<file path="src/rtl/tdm_mux_pkg.sv">
// Shared types and helpers for the TDM channel scanner.
package tdm_mux_pkg;

  typedef enum logic [1:0] {
    IDLE   = 2'd0,
    MANUAL = 2'd1,
    SCAN   = 2'd2
  } state_e;

  localparam logic MODE_MANUAL = 1'b0;
  localparam logic MODE_SCAN   = 1'b1;

  // Width of a counter holding 0..dwell-1 (never narrower than one bit).
  function automatic int DWELL_W(input int dwell);
    return (dwell > 1) ? $clog2(dwell) : 1;
  endfunction

endpackage

</file>
<file path="src/rtl/rr_next_ch.sv">
// Next set bit of a channel mask strictly above cur, wrapping to the lowest set bit.
module rr_next_ch #(
  parameter  int NCH  = 16,
  localparam int SELW = $clog2(NCH)
) (
  input  logic [NCH-1:0]  mask,
  input  logic [SELW-1:0] cur,
  output logic [SELW-1:0] nxt,
  output logic            wrapped,
  output logic            none
);

  logic [NCH-1:0] w_above;

  function automatic logic [SELW-1:0] lowest_idx(input logic [NCH-1:0] m);
    lowest_idx = '0;
    for (int i = NCH - 1; i >= 0; i--) begin
      if (m[i]) begin
        lowest_idx = SELW'(i);
      end
    end
  endfunction

  // Candidates strictly above the current pointer.
  always_comb begin
    w_above = '0;
    for (int i = 0; i < NCH; i++) begin
      w_above[i] = mask[i] && (i > int'(cur));
    end
  end

  assign none    = (mask == '0);
  assign wrapped = !none && (w_above == '0);
  assign nxt     = (w_above != '0) ? lowest_idx(w_above) : lowest_idx(mask);

endmodule

</file>
<file path="src/rtl/tdm_chan_scanner.sv">
// Registered N-channel sample multiplexer with MANUAL select and round-robin SCAN modes,
// presented on a valid/ready output.
module tdm_chan_scanner
  import tdm_mux_pkg::*;
#(
  parameter  int NCH   = 16,
  parameter  int DW    = 8,
  parameter  int DWELL = 4,
  localparam int SELW  = $clog2(NCH)
) (
  input  logic              clk,
  input  logic              rst_n,
  input  logic              en,
  input  logic              mode,
  input  logic [SELW-1:0]   sel_in,
  input  logic [NCH-1:0]    ch_mask,
  input  logic [NCH*DW-1:0] data_in,
  output logic [DW-1:0]     out_data,
  output logic [SELW-1:0]   out_ch,
  output logic              out_valid,
  input  logic              out_ready,
  output logic              frame_start,
  output logic              sel_err
);

  localparam int              DCW        = DWELL_W(DWELL);
  localparam logic [DCW-1:0]  DWELL_LAST = DCW'(DWELL - 1);
  localparam logic [SELW-1:0] CH_TOP     = SELW'(NCH - 1);

  state_e          r_state;
  logic [SELW-1:0] r_ptr;
  logic [DCW-1:0]  r_dwell;
  logic            r_seek;
  logic            r_lowest;

  logic            w_bnd, w_acc, w_adv, w_entering, w_sel_ok;
  logic [SELW-1:0] w_find_cur, w_nxt, w_scan_ch, w_load_ch;
  logic            w_wrapped, w_none, w_scan_go, w_scan_fs, w_want_lowest;
  logic [DW-1:0]   w_load_data;

  assign w_bnd      = !out_valid || out_ready;
  assign w_acc      = out_valid && out_ready && (r_state == SCAN);
  assign w_adv      = w_acc && (r_dwell == DWELL_LAST);
  assign w_entering = (r_state != SCAN) || r_seek;
  assign w_sel_ok   = {1'b0, sel_in} < (SELW + 1)'(NCH);
  // Outside a running rotation the finder is asked for the lowest set bit.
  assign w_find_cur = w_entering ? CH_TOP : r_ptr;

  rr_next_ch #(.NCH(NCH)) u_next (
    .mask    (ch_mask),
    .cur     (w_find_cur),
    .nxt     (w_nxt),
    .wrapped (w_wrapped),
    .none    (w_none)
  );

  // Channel, go and frame flag for a SCAN beat issued at this boundary.
  always_comb begin
    w_scan_ch     = r_ptr;
    w_scan_go     = 1'b0;
    w_scan_fs     = 1'b0;
    w_want_lowest = 1'b0;
    if (w_entering) begin
      // Coming from MANUAL restarts at the lowest bit; resuming from IDLE keeps the pointer.
      w_want_lowest = (r_state == MANUAL) || ((r_state == SCAN) && r_lowest);
      w_scan_go     = !w_none;
      w_scan_fs     = 1'b1;
      if (!w_want_lowest && ch_mask[r_ptr]) begin
        w_scan_ch = r_ptr;
      end else begin
        w_scan_ch = w_nxt;
      end
    end else if (w_adv) begin
      w_scan_go = !w_none;
      w_scan_ch = w_none ? r_ptr : w_nxt;
      w_scan_fs = w_wrapped;
    end else begin
      w_scan_go = 1'b1;
    end
  end

  assign w_load_ch   = (mode == MODE_SCAN) ? w_scan_ch : sel_in;
  assign w_load_data = data_in[int'(w_load_ch) * DW +: DW];

  // Run-state FSM, dwell counting and the output beat register.
  always_ff @(posedge clk or negedge rst_n) begin
    if (!rst_n) begin
      r_state     <= IDLE;
      r_ptr       <= '0;
      r_dwell     <= '0;
      r_seek      <= 1'b0;
      r_lowest    <= 1'b0;
      out_data    <= '0;
      out_ch      <= '0;
      out_valid   <= 1'b0;
      frame_start <= 1'b0;
      sel_err     <= 1'b0;
    end else if (w_bnd) begin
      out_valid   <= 1'b0;
      frame_start <= 1'b0;
      sel_err     <= 1'b0;
      if (w_acc) begin
        r_dwell <= w_adv ? '0 : r_dwell + 1'b1;
        if (w_adv && !w_none) begin
          r_ptr <= w_nxt;
        end
      end
      if (!en) begin
        r_state <= IDLE;
      end else if (mode == MODE_MANUAL) begin
        r_state <= MANUAL;
        if (w_sel_ok) begin
          out_valid <= 1'b1;
          out_data  <= w_load_data;
          out_ch    <= sel_in;
        end else begin
          sel_err <= 1'b1;
        end
      end else begin
        r_state <= SCAN;
        if (w_entering) begin
          r_dwell  <= '0;
          r_lowest <= w_want_lowest;
        end
        if (w_scan_go) begin
          out_valid   <= 1'b1;
          out_data    <= w_load_data;
          out_ch      <= w_scan_ch;
          frame_start <= w_scan_fs;
          r_ptr       <= w_scan_ch;
          r_seek      <= 1'b0;
        end else begin
          // Empty mask: park until a bit appears; after a failed advance restart from the lowest.
          r_seek <= 1'b1;
          if (w_adv) begin
            r_lowest <= 1'b1;
          end
        end
      end
    end else begin
      sel_err <= 1'b0;
    end
  end

endmodule

</file>
<file path="config.mk">
export PLATFORM = sky130hd
export DESIGN_NAME = tdm_chan_scanner
export DESIGN_NICKNAME = d
export VERILOG_FILES = /design/src/rtl/tdm_mux_pkg.sv /design/src/rtl/rr_next_ch.sv /design/src/rtl/tdm_chan_scanner.sv
export SDC_FILE = /design/constraint.sdc
export NUM_CORES = 1
export LEC_CHECK = 0
export ABC_AREA = 0
export CAP_MARGIN = 0
export CORE_ASPECT_RATIO = 1.1
export CORE_MARGIN = 2
export CORE_UTILIZATION = 40
export CTS_CLUSTER_DIAMETER = 120
export DETAILED_ROUTE_END_ITERATION = 8
export PLACE_DENSITY = 0.83
export SLEW_MARGIN = 10
export SYNTH_ARGS = -nofsm -noshare
export SYNTH_HDL_FRONTEND = slang
export SYNTH_SLANG_ARGS = --single-unit
</file>
<file path="constraint.sdc">
create_clock -name clk -period 3.7 [get_ports clk]
set_clock_uncertainty 0.15 [all_clocks]
set_input_delay 0.74 -clock clk [delete_from_list [all_inputs] [get_ports clk]]
set_output_delay 0.74 -clock clk [all_outputs]
set_load 0.02 [all_outputs]
</file>
# After elaboration in Yosys (flattened, before gate mapping)
# Index checks and enable logic that the tools add are counted.
# Widths: inputs -> output; s select.
# op_classes
reduce_logical	33
shift	1
eq_ne	5
order_cmp	16
add_sub_neg	1
mux	70
# ops
operator	count
$mux 4	45
$shiftx 128x8->8	1
$gt 4x4->1 const A	8
$logic_not 16->1	2
$logic_and 1x1->1	22
$gt 3x4->1 const A	4
$mux 8	2
$reduce_bool 16->1	1
$mux 1	15
$mux 2	7
$gt 2x4->1 const A	2
$reduce_and 3->1	2
$lt 4x5->1 const B	1
$bmux 1 s4	1
$eq 2x2->1 const B	2
$gt 1x4->1 const A	1
$logic_not 1->1	3
$logic_or 1x1->1	3
$add 2x1->2 const B	1
$eq 2x1->1 const B	1
$ne 2x1->1 const B	1
$ne 2x2->1 const B	1
# totals
reg_bits	24

# Logic depth before layout (Yosys ltp)
# depth
depth_word	28
depth_mapped	15
depth_no_buf	11

# Modules after synthesis
# A second synthesis with hierarchy kept.
# unflattened
hier_cells	403
hier_area_um2	3279.4
# modules_own_cells
mod	seq_area_each_um2	instances	area_per_inst_um2	cells_per_inst
tdm_chan_scanner	600.6	1	2708.8	302
rr_next_ch	0.0	1	570.5	101

# Worst setup path before layout
# No wires, ideal clock.
# synth_path
kind	in2reg
startpoint	input port ch_mask[5]
endpoint	register out_data[7]
t_arrival_ns	2.912
setup_slack_ns	0.542
cell_stages	12
n_path_buf	2
path_cell_list	buf_2 > nor4_4 > nand4_2 > a31o_1 > nand3_2 > nor2_2 > a221o_1 > buf_4 > mux2i_1 > o2bb2ai_1 > o21a_1 > o31ai_1
# synth_via
elab_chain_cells	14
elab_cells_between_ends	31
# synth_rtl
element	line_no	rtl
from (decl)	tdm_chan_scanner.sv:16	input logic [NCH-1:0] ch_mask,
$mux 4 / $logic_and 1x1->1 (equally long branches)	rr_next_ch.sv:18, rr_next_ch.sv:28	
$mux 4 (5 in series)	rr_next_ch.sv:18	if (m[i]) begin
$mux 4	rr_next_ch.sv:34	assign nxt = (w_above != '0) ? lowest_idx(w_above) : lowest_idx(mask);
$mux 4	tdm_chan_scanner.sv:75	w_scan_ch = w_none ? r_ptr : w_nxt;
$mux 4	tdm_chan_scanner.sv:73	end else if (w_adv) begin
$mux 4	tdm_chan_scanner.sv:63	if (w_entering) begin
$mux 4	tdm_chan_scanner.sv:82	assign w_load_ch = (mode == MODE_SCAN) ? w_scan_ch : sel_in;
$shiftx 128x8->8	tdm_chan_scanner.sv:83	assign w_load_data = data_in[int'(w_load_ch) * DW +: DW];
$mux 8	tdm_chan_scanner.sv:125	if (w_scan_go) begin
$mux 8	tdm_chan_scanner.sv:110	end else if (mode == MODE_MANUAL) begin
to (signal assigned)	tdm_chan_scanner.sv:114	out_data <= w_load_data;
to (signal assigned)	tdm_chan_scanner.sv:127	out_data <= w_load_data;
to (decl)	tdm_chan_scanner.sv:18	output logic [DW-1:0] out_data,
# Parallel ways exist; a longest one is shown, timed or not. The select of a mux whose other input is x is not followed.
# A chain may end at the register's enable or synchronous reset.

# Final worst setup path
# layout_path
startpoint	input port ch_mask[8]
endpoint	register out_data[4]
# layout_via
elab_chain_cells	17
elab_cells_between_ends	37
# layout_rtl
element	line_no
$mux 4 / $logic_and 1x1->1 (equally long branches)	rr_next_ch.sv:18, rr_next_ch.sv:28
$mux 4 (8 in series)	rr_next_ch.sv:18
$mux 4	rr_next_ch.sv:34
$mux 4	tdm_chan_scanner.sv:75
$mux 4	tdm_chan_scanner.sv:73
$mux 4	tdm_chan_scanner.sv:63
$mux 4	tdm_chan_scanner.sv:82
$shiftx 128x8->8	tdm_chan_scanner.sv:83
$mux 8	tdm_chan_scanner.sv:125
$mux 8	tdm_chan_scanner.sv:110
# Parallel ways exist; a longest one is shown, timed or not. The select of a mux whose other input is x is not followed.

==> results.yml <==
run_status:
  outcome: "finished, final reports clean"
yosys:
  synth-simple-area-share: 0.2018
  synth_top_area_frac: 0.1922
  synthCells: 392
  ys_seq_elements: 24
  synth_fa_ha_area_frac: 0.004005
  yosysWarnings: 0
  synth.mux.area_fraction: 0.1906
  synth-compound-area-share: 0.3460
  synth_top_family_by_area: "compound AO/OA/AOI/OAI gates"
  seq_area_frac_synth: 0.1922
  syn_avg_cell_area_sq_um: 7.970
  synth_flop_cell: "dfrtp_1"
  synth_xor_xnor_area_share: 0
  async_reset_ff_frac: 1.000
  synth_edf_count: 0
  synth_top_area_cell: "dfrtp_1"
  syn-num-nets: 546
  synth.area.top_cells: "dfrtp_1 (19%), mux2i_1 (18%), a22oi_1 (4.8%), nand2_1 (4.4%), a21oi_1 (4.2%)"
  netlist_area_sq_mm: 0.003124
  yosysUniqueCellTypes: 62
clock_network:
  clock_path_buffers: 2
  clkLatencyLatePin_ns: 0.27
  clkTransAtPathRegs_ns: 0.09
  cts_tree: "yes"
  h-tree-depth: 1
  clock-sinks: 24
  clock-root-buffer: "clkbuf_8"
  cts_made_buffers: 3
final_layout:
  mostFrequentLayoutCells: "clkdlybuf4s50_1 (165), mux2i_1 (55), buf_4 (50), nand2_1 (37), nor2_1 (27)"
  n_fill_cell: 590
  final_net_count: 744
  area.growth.synth_to_final_pct: 71.01
  layout_commonest_cell: "clkdlybuf4s50_1"
  regArea_sq_um: 600.6
  drive_above_1_share: 0.1545
  final_area_sq_mm: 0.005343
  multiInputGateArea_sq_mm: 0.002371
  fin_cells: 694
  num_antenna_cells: 0
global_routing:
  grt_overflow_total: 0
  antenna_found_initial: 0
  grt_max_degree: 25
  top_usage_layer: "met2"
  grt_pass1_vias: 4047
  grt.met2_usage: 0.5466
  gr-usage-met3: 0.04437
  grt_usage: 0.2960
  use_met1: 0.3461
  grt_pass1_wl_microns: 20040
place:
  dpl-instance-area_sq_mm: 0.005211
  dp_hpwl_microns: 10790
  gp_congestion: 1.012
  dp.cells: 687
  io_buffers: 166
critical_path:
  required_ns: 3.71
  cp.arrival_ns: 3.57
  criticalPathCategory: "primary input to flip-flop"
  start_kind: "primary input"
  end_kind: "flip-flop"
  worst-path-max-fanout: 8
drt:
  drc: 0
  via_count: 4069
  dr.pass1.iters: 5
  drt_iter0_markers: 240
  viasPerCell: 5.863
  wirelength_microns: 13150
  antenna_left: 0
  wl_per_cell_microns: 18.94
sta:
  worst_pin_slew_ns: 0.7684
  fin_crit_sh: 0.9636
  max_freq_mhz: 280.5
  final_hold_viol_count: 0
  setup_violations: 0
  drv_slew: 0
  slew_headroom: 0.4878
  period_minus_slack_ns: 3.565
floorplan:
  io_pins: 168
  fp.coreArea_sq_mm: 0.007515
  die_h_microns: 96.69
  die_area_sq_mm: 0.008534
  initial_core_util: 0.4158
  rows: 33
  die_w_microns: 88.27
job:
  max-cap-violations: 0
pwr:
  p_leak_nw: 2.239
  vdd_ir_drop_max_mv: 0.2742
  power_w: 0.002656
  power_density_mw_per_mm2: 497.1
hold_path:
  hp-class: "flip-flop to flip-flop"
[worst max-delay path: stages]
cell	delay (ns)
clkdlybuf4s50_1	0.47
nor4_2	0.30
buf_4	0.17
nand4_2	0.12
a31o_1	0.27
nand3_2	0.13
nor2_2	0.08
a221o_1	0.43
buf_4	0.18
nor2_4	0.22
buf_4	0.16
a22oi_1	0.06
a22oi_1	0.16
o31ai_1	0.09
[area by class of cell]
type	count	share of cell area
Multi-Input combinational cell	330	0.4438
Timing Repair Buffer	222	0.4026
Inverter	9	0.006323
Sequential cell	24	0.1124
Tap cell	105	0.02459
Clock buffer	4	0.01030
[power breakdown]
part	switching, W	internal, W	total (W)	leakage (nW)
combinational	0.000998	0.000992	0.00199	1.91
clock	0.0000923	0.0000951	0.000187	0.0288
sequential	0.000128	0.000350	0.000479	0.300
total	0.00122	0.00144	0.00266	2.24
[cells in the mapped netlist (8+ instances only)]
| library cell | number |
|---|---|
| a221oi_1 | 10 |
| dfrtp_1 | 24 |
| o21a_1 | 9 |
| buf_2 | 10 |
| o21ai_0 | 13 |
| mux2i_1 | 55 |
| nor2b_1 | 9 |
| o31ai_1 | 11 |
| buf_4 | 10 |
| nand2_1 | 37 |
| o2bb2ai_1 | 8 |
| nand3_1 | 8 |
| o22a_1 | 9 |
| a21oi_1 | 26 |
| nor2_1 | 29 |
| a22oi_1 | 20 |
| inv_1 | 9 |
[sequential cells by signal, summed over array words and instances, names as in the netlist]
register and cells:
r_seek 1, r_lowest 1, r_ptr 4, out_valid 1, out_data 8, out_ch 4
r_dwell 2, r_state 2, frame_start 1
[cells by family (layout without fill, tap and decap cells)]
logic type	count (synthesis)	in the layout
fa+ha+maj	1	1
simple gates	119	119
flops	24	24
other cells	1	1
mux	59	59
buf+inv	38	235
compound gates	150	150
[final timing paths]
path	slack (ns)	end	cells after the start	from
setup / recovery	0.13	out_data[4]$_DFFE_PN0P_	14	ch_mask[8]
hold / removal	0.36	r_lowest$_DFFE_PN0P_	2	r_lowest$_DFFE_PN0P_
setup reg to reg	0.26	out_data[4]$_DFFE_PN0P_	13	r_ptr[2]$_DFFE_PN0P_
hold reg to reg	0.36	r_lowest$_DFFE_PN0P_	2	r_lowest$_DFFE_PN0P_
max in group asynchronous	2.46	r_ptr[0]$_DFFE_PN0P_	2	rst_n
min in group asynchronous	0.68	frame_start$_DFFE_PN0P_	2	rst_n
[stage by stage]
stage	TNS, ns	hold slack, ns	setup slack [ns]	utilization
detailed placement	-2.593	0.3382	-0.3750	0.6935
floorplan	0	0.2944	0.5421	-
global placement	-1.912	0.3227	-0.2758	0.6935
finish	0	0.3641	0.1345	0.7110
global route	-0.03330	0.3726	-0.02652	0.7110
CTS	0	0.3601	0.005207	0.7016
[metal layers]
layer	vias to the layer above	routed length, microns
met2	207	7004
li1	1900	-
met3	30	866
met5	-	0
met4	0	403
met1	1932	4872
[repair_timing]
item | in CTS | in global routing
setup buffers | 0 | 3
hold buffers | 0 | 0
endpoints found under the setup margin | 8 | 8
pin swaps | 0 | 4
resized for setup | 2 | 13
No activity file was read; power rests on OpenSTA's default activity.
